### config.mk
export PLATFORM = sky130hd
export DESIGN_NAME = addsub_pipe
export DESIGN_NICKNAME = d
export VERILOG_FILES = /design/src/rtl/addsub_pkg.sv /design/src/rtl/addsub_seg.sv /design/src/rtl/addsub_pipe.sv
export SDC_FILE = /design/constraint.sdc
export NUM_CORES = 1
export LEC_CHECK = 0
export BUFFER_PORTS_ARGS = -buffer_cell sky130_fd_sc_hd__buf_2
export CORE_MARGIN = 10
export CORE_UTILIZATION = 35
export DETAILED_ROUTE_END_ITERATION = 6
export RECOVER_POWER = 100
export SLEW_MARGIN = 20
export SYNTH_ARGS = -nofsm -noshare
export SYNTH_HDL_FRONTEND = slang
export SYNTH_HIERARCHICAL = 1
export SYNTH_SLANG_ARGS = --single-unit
### constraint.sdc
create_clock -name clk -period 14.63 [get_ports clk]
set_clock_uncertainty 0.1 [all_clocks]
set_input_delay 1.463 -clock clk [delete_from_list [all_inputs] [get_ports clk]]
set_output_delay 1.463 -clock clk [all_outputs]
set_load 0.01 [all_outputs]
### src/rtl/addsub_pkg.sv
// Shared types for the pipelined adder/subtractor: op encoding and the
// per-stage control record that travels alongside the data segments.
package addsub_pkg;

  typedef enum logic [1:0] {
    OP_NOP  = 2'b00,
    OP_ADD  = 2'b01,
    OP_SUB  = 2'b10,
    OP_RSVD = 2'b11
  } addsub_op_t;

  // Width-independent part of a stage record. The width-dependent part
  // (partial result, pending operands) is added inside addsub_pipe, where
  // WIDTH is known.
  typedef struct packed {
    logic       valid;
    addsub_op_t op;
    logic       a_msb;
    logic       b_msb;
    logic       carry;
  } addsub_ctl_t;

  // ADD and SUB produce flags; NOP and the reserved code just pass a through.
  function automatic logic op_is_arith(addsub_op_t op);
    return (op == OP_ADD) || (op == OP_SUB);
  endfunction

endpackage

### src/rtl/addsub_seg.sv
// Combinational segment adder: one WIDTH/STAGES-bit slice of the carry chain.
module addsub_seg #(
  parameter int W = 8
) (
  input  logic [W-1:0] a,
  input  logic [W-1:0] b,
  input  logic         cin,
  output logic [W-1:0] sum,
  output logic         cout
);

  // Widen by one bit so the segment carry falls out of the sum.
  assign {cout, sum} = {1'b0, a} + {1'b0, b} + {{W{1'b0}}, cin};

endmodule

### src/rtl/addsub_pipe.sv
// Pipelined adder/subtractor. Each stage resolves one segment of the carry
// chain; the whole pipe advances together and stalls on output back-pressure.
module addsub_pipe
  import addsub_pkg::*;
#(
  parameter int WIDTH  = 32,
  parameter int STAGES = 4
) (
  input  logic             clk,
  input  logic             rst,
  input  logic             in_valid,
  output logic             in_ready,
  input  logic [WIDTH-1:0] a,
  input  logic [WIDTH-1:0] b,
  input  logic [1:0]       op,
  input  logic             carry_in,
  output logic             out_valid,
  input  logic             out_ready,
  output logic [WIDTH-1:0] data_out,
  output logic             carry_out,
  output logic             overflow,
  output logic             zero,
  output logic             out_en
);

  localparam int SEG = WIDTH / STAGES;

  // res fills from the top and shifts down one segment per stage, so after
  // the last stage it holds the full result in natural order. pa/pb shift
  // down the same way, so every stage reads its segment from the low bits.
  typedef struct packed {
    addsub_ctl_t      ctl;
    logic [WIDTH-1:0] res;
    logic [WIDTH-1:0] pa;
    logic [WIDTH-1:0] pb;
  } stage_t;

  stage_t           src     [STAGES];
  stage_t           nxt     [STAGES];
  stage_t           st      [STAGES];
  logic [SEG-1:0]   seg_sum [STAGES];
  logic             seg_cout[STAGES];
  stage_t           last;
  addsub_op_t       in_op;
  logic             adv;
  logic             is_add;
  logic             is_sub;

  assign adv      = !out_valid || out_ready;
  assign in_ready = adv;

  // Stage inputs: stage 0 takes the conditioned operands, later stages take
  // the previous stage register. SUB is a + ~b + !carry_in; NOP adds zero.
  always_comb begin
    in_op  = addsub_op_t'(op);
    src[0] = '0;
    src[0].ctl.valid = in_valid;
    src[0].ctl.op    = in_op;
    src[0].ctl.a_msb = a[WIDTH-1];
    src[0].ctl.b_msb = b[WIDTH-1];
    src[0].pa        = a;
    case (in_op)
      OP_ADD: begin
        src[0].pb        = b;
        src[0].ctl.carry = carry_in;
      end
      OP_SUB: begin
        src[0].pb        = ~b;
        src[0].ctl.carry = !carry_in;
      end
      default: begin
        src[0].pb        = '0;
        src[0].ctl.carry = 1'b0;
      end
    endcase
    for (int k = 1; k < STAGES; k++) begin
      src[k] = st[k-1];
    end
  end

  for (genvar g = 0; g < STAGES; g++) begin : g_seg
    addsub_seg #(.W(SEG)) u_seg (
      .a    (src[g].pa[SEG-1:0]),
      .b    (src[g].pb[SEG-1:0]),
      .cin  (src[g].ctl.carry),
      .sum  (seg_sum[g]),
      .cout (seg_cout[g])
    );
  end

  // Next stage contents: merge the new segment into the result, retire it
  // from the pending operands, and forward the segment carry.
  always_comb begin
    for (int k = 0; k < STAGES; k++) begin
      nxt[k]           = src[k];
      nxt[k].ctl.carry = seg_cout[k];
      nxt[k].res       = (src[k].res >> SEG) | (WIDTH'(seg_sum[k]) << (WIDTH - SEG));
      nxt[k].pa        = src[k].pa >> SEG;
      nxt[k].pb        = src[k].pb >> SEG;
    end
  end

  // Stage registers: cleared on reset (drops in-flight ops), held on stall.
  always_ff @(posedge clk or posedge rst) begin
    if (rst) begin
      for (int k = 0; k < STAGES; k++) st[k] <= '0;
    end else if (adv) begin
      for (int k = 0; k < STAGES; k++) st[k] <= nxt[k];
    end
  end

  // Outputs decode only the last stage register, so there is no path from
  // a/b, and everything reads zero straight out of reset.
  assign last      = st[STAGES-1];
  assign is_add    = last.ctl.op == OP_ADD;
  assign is_sub    = last.ctl.op == OP_SUB;
  assign out_valid = last.ctl.valid;
  assign data_out  = last.res;
  assign carry_out = out_valid && ((is_add && last.ctl.carry) || (is_sub && !last.ctl.carry));
  assign overflow  = out_valid && (last.res[WIDTH-1] != last.ctl.a_msb) &&
                     ((is_add && (last.ctl.a_msb == last.ctl.b_msb)) ||
                      (is_sub && (last.ctl.a_msb != last.ctl.b_msb)));
  assign zero      = out_valid && (last.res == '0);
  assign out_en    = out_valid && op_is_arith(last.ctl.op);

endmodule

==> summary.md, run 1 <==
| Metric | Value |
|---|---|
| Outcome | finished with violations |
| Failing checks | max-capacitance violations, max-slew violations |
| Final wirelength | 19200 um |
| Setup slack after layout | between 6 and 7 ns |
| Die height | 187 um |
| Post-synthesis mux area share | 26.3% |
| Post-synth top area cell | dfrtp_1 |
| Max Fclk | around 130 MHz |
| Peak supply drop | 0.0000681 V |
| Placed wire-length estimate | 13300 um |
| DR vias | 5531 |
| RSZ-0062 raised after global routing | no |
| Root Buffer Master | clkbuf_16 |
| Register bit count reported by yosys | 197 |
| CP required | 14.88 ns |
| Pwr dens | 217 mW/mm^2 |
| Adder-Cell Fraction of Synth Area | 5.47% |
| Min-delay src | nxt[101]$_DFFE_PP0P_ |
| Core ar. | 0.0277 mm^2 |
| Global Route Usage Sum | 11.1% |
| Crit path DAT | slightly below 8 ns |
| Slew margin rel. | -275% |
| Least-Margin Pin Slew | 5.62 ns |
| Post-CTS Setup Bufs | 0 |
| Hold buffers post-CTS | 0 |
| R2r setup slk | ~7.5 ns |
| Number of cell rows | between 60 and 70 |
| Nets | 901 |
| Setup WS pre-CTS | 10.37 ns |
| Hold Path Class | flip-flop to flip-flop |
| Clock Pin Slew Worst Setup and Hold Paths | 0.07 ns |
| Via/cell ratio | 4.68 |
| Tot Pwr | 2.28 mW |
| DIE WIDTH | 187 um |
| H-tree levels | 4 |
| Critical Path Fanout Max | a little over 80 |
| Number of distinct library cells after synthesis | 39 |
| Remaining routing DRC violations | 0 |
| CTS resizes | 0 |
| CP startpoint | out_ready |
| Final hold vios | 0 |
| Xor/xnor share of the synthesized area | approximately 1.4% |
| Detailed Routing Iterations Pass 1 | 4 |
| I/O pin cnt | approximately 110 |
| Drt wl/cell | approximately 16 um |
| Vias in the first global route | between 5000 and 6000 |
| CTS tree | built |
| Critical path type | input pin to flip-flop |
| Final Max Tran Viols | 357 |
| Initial antenna violation count | 0 |
| Post-layout min period | 7.70 ns |
| Mapped Nets | approximately 830 |
| First-pass GRT wire length | 31800 um |
| Area after DPL | between 0.01 and 0.015 mm^2 |
| Synth area leaders | dfrtp_1 50%, mux2_4 15%, mux2_2 8.1% |
| Compound-gate portion of the synthesized area | 5.78% |
| Sequential cell area fraction in the yosys report | 50.4% |
| Bufs on Longest Clock Path | 2 |
| Smallest hold slack | 0.379 ns |
| Synth top area share | 50.4% |
| DR iter-0 viols | 263 |
| Synth Warn # | 6 |
| Full die area | 0.0351 mm^2 |
| Clock sinks | 197 |
| Cell Area, Synth | a little under 0.01 mm^2 |
| Fin Setup TNS | 0 ns |
| Setup crit end kind | flip-flop |
| Num CTS Buffers | 17 |
| Final setup viols | 0 |
| Main combinational cell family by area after synthesis | multiplexers |
| Post-Synthesis Cells | 723 |
| Pin count of the biggest net entering global routing | 129 |
| Mean Syn Cell Area | 13.5 um^2 |
| P_leak | 4.61 nW |
| Clk Latency, worst-skew pair | approximately 0.43 ns |
| Period utilisation layout | 52.6% |
| Reg-to-Reg Start | out_valid$_DFFE_PP0P_ |
| Final Cell Area | 0.0105 mm^2 |
| Final global-route overflow total | 0 |
| IO Port Bufs | 108 |
| Initial Util | about a third |
| CP Launch Type | input pin |
| Layout cell share with drive strength beyond 1 | 22.8% |
| Final ANT Viol Nets | 0 |
| Area grow syn2layout | 7.42% |
| Max Cap Viol | 4 |
| Simple-gate area share of the yosys netlist | 5.20% |
| Number of diodes | 0 |
| RD Place Congestion | 0.805 |
==> flip-flops by register name (all words and copies together), names as in the netlist <==
name,cells
src,98
data_out,32
last,5
nxt,61
out_valid,1
==> power breakdown <==
group          internal [mW]  switching [mW]
Combinational          0.450           0.419
Clock                  0.245           0.219
Sequential             0.793           0.158
==> cell families after synthesis <==
family                     after synthesis
muxes                                  198
DFF                                    197
and+or+nand+nor                        104
AOI/OAI and AO/OA                       91
buffers and inverters                   79
adders and majority gates               38
xor gates and xnor gates                16
==> cell type report <==
cell class / instances / area, um^2
clock buffers: 18 / 439
repair buffers: 114 / 527
inverters: 15 / 57.6
fillers: 2791 / 17200
multi-input cells: 447 / 3950
clock inverters: 13 / 136
flip-flops and latches: 197 / 4930
well taps: 378 / 473
==> metrics by stage <==
| step | utilization [%] | instances |
|---|---|---|
| 2_1_floorplan | - | 723 |
| 6_report | 37.9 | 1182 |
| 5_1_grt | 37.9 | 1182 |
| 3_5_place_dp | 37.5 | 1151 |
| 4_1_cts | 39.6 | 1182 |
| 3_3_place_gp | 37.5 | 1151 |
==> synthesized netlist by cell type <==
cell type and n:
nor4_1 10, nor2_1 31, clkbuf_1 3, buf_2 15, buf_6 13, a21oi_1 43
nand3_1 8, dfrtp_1 197, fa_1 8, a311o_1 8, nor3_1 8, a21oi_2 1
o211ai_1 1, nand2_1 22, inv_2 4, xnor2_1 8, nor2b_1 11, o221a_2 1
xor2_1 8, a21boi_0 1, a21o_1 8, mux2i_1 28, o21ai_0 17, ha_1 30
o21a_1 1, nand2b_1 4, o21bai_1 4, and3b_1 2, nand4_1 3, nand3b_1 1
mux2_2 70, inv_1 11, nor4b_1 1, nor3b_1 2, mux2_4 100, buf_4 33
a2111oi_0 3, or3_1 1, a221oi_1 3
==> critical path, stage by stage <==
cell	delay, ns
buf_2	0.09
nand2b_1	0.11
clkbuf_1	2.76
clkbuf_1	2.89
mux2_2	0.57
==> worst paths after layout <==
kind | endpoint | cells past startpoint
setup / recovery | data_out[16]$_DFFE_PP0P_ | 5
hold / removal | out_valid$_DFFE_PP0P_ | 1
setup reg to reg | data_out[16]$_DFFE_PP0P_ | 4
hold reg to reg | out_valid$_DFFE_PP0P_ | 1
max in group asynchronous | src[239]$_DFFE_PP0P_ | 3
min in group asynchronous | nxt[248]$_DFFE_PP0P_ | 2
==> layer usage <==
metal  up-vias  global-route usage (%)  wire (um)
li1       2683                       -          -
met1      2748                    14.8       9280
met2        85                    17.2       8940
met3        15                    3.09        737
met4         0                    3.07        198
met5         -                       0          0
==> layout by cell type, fill, tap and decap left out, types with 2 or more instances in the layout <==
master      instances
buf_4               3
nor2b_2             2
nor2_1             31
xnor2_1             8
a21o_1              8
a2111oi_0           3
a221oi_1            3
nand3_1             8
inv_6               5
nand4_1             3
a21oi_1            43
nor2b_1             9
clkbuf_1           41
nor3_1              8
o21bai_1            4
clkinvlp_4          2
buf_2              70
and3b_1             2
clkbuf_16          17
inv_2               4
mux2_1            100
o21ai_0            17
nor4_1             10
inv_8               3
mux2i_1            28
nand2b_1            4
mux2_2             70
nand2_1            22
nor3b_1             2
fa_1                8
dfrtp_1           197
ha_1               30
xor2_1              8
inv_1              10
a311o_1             8
(Power assumes the default switching activity.)
==> inputs of run 2 (changes only) <==
clock period = 8 ns   (was 14.63 ns; I/O delays follow)
==> summary.md, run 2 (synthesized netlist as in run 1, its figures left out) <==
| Metric | Value |
|---|---|
| Layout Cells excl Fill | 1184 (+0.17%) |
| Period utilisation layout | 58.6% |
| DR iter-0 viols | 273 (+3.8%) |
| Detailed Routing Iterations Pass 1 | 4 (unchanged) |
| Clock share of power | 20.4% (about the same) |
| Full die area | 0.0351 mm^2 (unchanged) |
| CP required | 8.21 ns (-6.67 ns) |
| CTS tree | built |
| Hold buffers post-CTS | 0 (unchanged) |
| Max Cap Viol | 2 (-2) |
| Layout cell share with drive strength beyond 1 | 23.1% (+0.32 points) |
| Sequential power share | 41.8% (+0.2 points) |
| Fin Setup TNS | 0 ns (unchanged) |
| Most common cell after layout, fill and taps aside | dfrtp_1 |
| Combinational power share | 37.8% (-0.2 points) |
| Initial antenna violation count | 0 (unchanged) |
| Critical path type | input pin to flip-flop |
| Area of the multi-input gates | 0.00396 mm^2 (+0.22%) |
| Final global-route overflow total | 0 (unchanged) |
| DIE WIDTH | 187 um (unchanged) |
| Setup WS pre-CTS | 4.46 ns (-5.92 ns) |
| Final Cell Area | 0.0105 mm^2 (+0.26%) |
| Final hold vios | 0 (unchanged) |
| Utilization after layout | 38.0% (+0.099 points) |
| H-tree levels | 4 (unchanged) |
| First-pass GRT wire length | 31600 um (-0.50%) |
| Remaining routing DRC violations | 0 (unchanged) |
| Sw frac | 35.2% (+0.31 points) |
| Min-delay src | nxt[101]$_DFFE_PP0P_ |
| Post-CTS Setup Bufs | 0 (unchanged) |
| Least-Margin Pin Slew | 2.18 ns (-3.44 ns) |
| Global Route Usage Sum | 11.1% (about the same) |
| Register area | 0.00493 mm^2 (unchanged) |
| Num CTS Buffers | 17 (unchanged) |
| R2r setup slk | 3.43 ns (-4.11 ns) |
| Clock sinks | 197 (unchanged) |
| Nets | 902 (+0.11%) |
| Hold Crit Depth | 1 (unchanged) |
| Area grow syn2layout | 7.70% |
| I/O pin cnt | 109 (unchanged) |
| Number of diodes | 0 (unchanged) |
| P_leak | 4.64 nW (+0.53%) |
| Placed Instances | 1151 (unchanged) |
| Pin count of the biggest net entering global routing | 122 (-5.4%) |
| Hold endpoint | out_valid$_DFFE_PP0P_ |
| Most frequent cells in the layout | 197 x dfrtp_1, 97 x mux2_1, 70 x mux2_2 |
| Clk Latency, worst-skew pair | 0.43 ns (about the same) |
| Final ANT Viol Nets | 0 (unchanged) |
| Post-layout min period | about 4.7 ns |
| Die height | 187 um (unchanged) |
| Bufs on Longest Clock Path | 2 (unchanged) |
| Reg-to-Reg Start | out_valid$_DFFE_PP0P_ |
| RD Place Congestion | 0.790 (-1.9%) |
| Initial Util | 35.3% (unchanged) |
| Critical Path Fanout Max | 47 (-42%) |
| Hold Path Class | flip-flop to flip-flop |
| RSZ-0062 raised after global routing | no |
| R2R Path End | src[32]$_DFFE_PP0P_ |
| Drt wl/cell | 16.3 um (+0.60%) |
| Final Max Tran Viols | 74 (-79%) |
| Number of flip-flops in the largest register | 98 (unchanged) |
| Core ar. | 0.0277 mm^2 (unchanged) |
| Setup slack after layout | 3.32 ns (-3.62 ns) |
| Clock Pin Slew Worst Setup and Hold Paths | 0.07 ns (about the same) |
| Internal power | 2.70 mW (+81%) |
| Outcome | finished with violations |
| Final setup viols | 0 (unchanged) |
| CP Launch Type | input pin |
| IO Port Bufs | 108 (unchanged) |
| Number of cell rows | 61 (unchanged) |
| Placed wire-length estimate | 13600 um (+2.1%) |
| Sw Pwr | 1.46 mW (+84%) |
| Slew margin rel. | -45.5% (+230 points) |
| Via/cell ratio | 4.69 (+0.17%) |
| Pwr dens | 394 mW/mm^2 (+82%) |
| DR vias | 5550 (+0.34%) |
| Smallest hold slack | 0.353 ns (-0.0252 ns) |
| Peak supply drop | 0.000218 V (+220%) |
| Max Fclk | 213 MHz |
| CTS resizes | 0 (unchanged) |
| Vias in the first global route | 5806 (-0.72%) |
| Crit path DAT | 4.89 ns (-3.06 ns) |
| Setup crit end kind | flip-flop |
| Tot Pwr | 4.16 mW (+82%) |
| Failing checks | max-capacitance violations, max-slew violations |
| Layout fillers | 2768 (-0.82%) |
| Area after DPL | 0.0104 mm^2 (unchanged) |
| R2R depth | 4 (unchanged) |
| Root Buffer Master | clkbuf_16 |
| Final wirelength | 19300 um (+0.77%) |
run 2: cell types whose count changed in the layout (fill, tap and decap cells not counted):
cell        previous run  this run
clkinv_4               1         4
mux2_1               100        97
mux2_4                 0         3
buf_2                 70        68
buf_4                  3         5
clkbuf_1              41        42
clkinv_2               1         2
clkinvlp_2             1         0
clkinvlp_4             2         1
inv_6                  5         4
nor2b_1                9        10
nor2b_2                2         1
run 2: worst max path at each step:
stage	cells after the start	endpoint	slack [ns]	startpoint
floorplan	1	data_out[0]$_DFFE_PP0P_	1.73	rst
finish	5	src[32]$_DFFE_PP0P_	3.32	out_ready
global route	5	src[32]$_DFFE_PP0P_	2.90	out_ready
CTS	4	zero	4.73	data_out[5]$_DFFE_PP0P_
detailed placement	11	src[297]$_DFFE_PP0P_	4.46	op[0]
global placement	11	src[300]$_DFFE_PP0P_	4.52	op[0]
run 2: final cells by class:
cell class	count	share of cell area, %
flip-flops and latches	197	46.8
multi-input cells	447	37.6
repair buffers	115	5.08
inverters	15	0.605
well taps	378	4.49
clock inverters	14	1.33
clock buffers	18	4.17
run 2: metal layers:
layer / part of all wire, % / track usage [%] / vias to the layer above
met5: 0 / 0 / -
met4: 1.3 / 3.44 / 0
met3: 3.3 / 3.02 / 17
met2: 46 / 16.9 / 82
met1: 49 / 15.0 / 2753
li1: - / - / 2698
run 2: power by group through the flow:
stage	logic (mW)	registers, mW	clock network, mW
3_5_place_dp	1.83	1.78	0
2_1_floorplan	1.62	1.66	0
6_report	1.57	1.74	0.850
4_1_cts	1.85	1.76	0.880
3_3_place_gp	1.80	1.77	0
5_1_grt	1.78	1.81	0.924
run 2: critical path, stage by stage:
cell and delay [ns]:
clkbuf_1 0.11, nand2b_1 1.22, clkbuf_1 1.64, buf_4 0.69, mux2_2 0.40
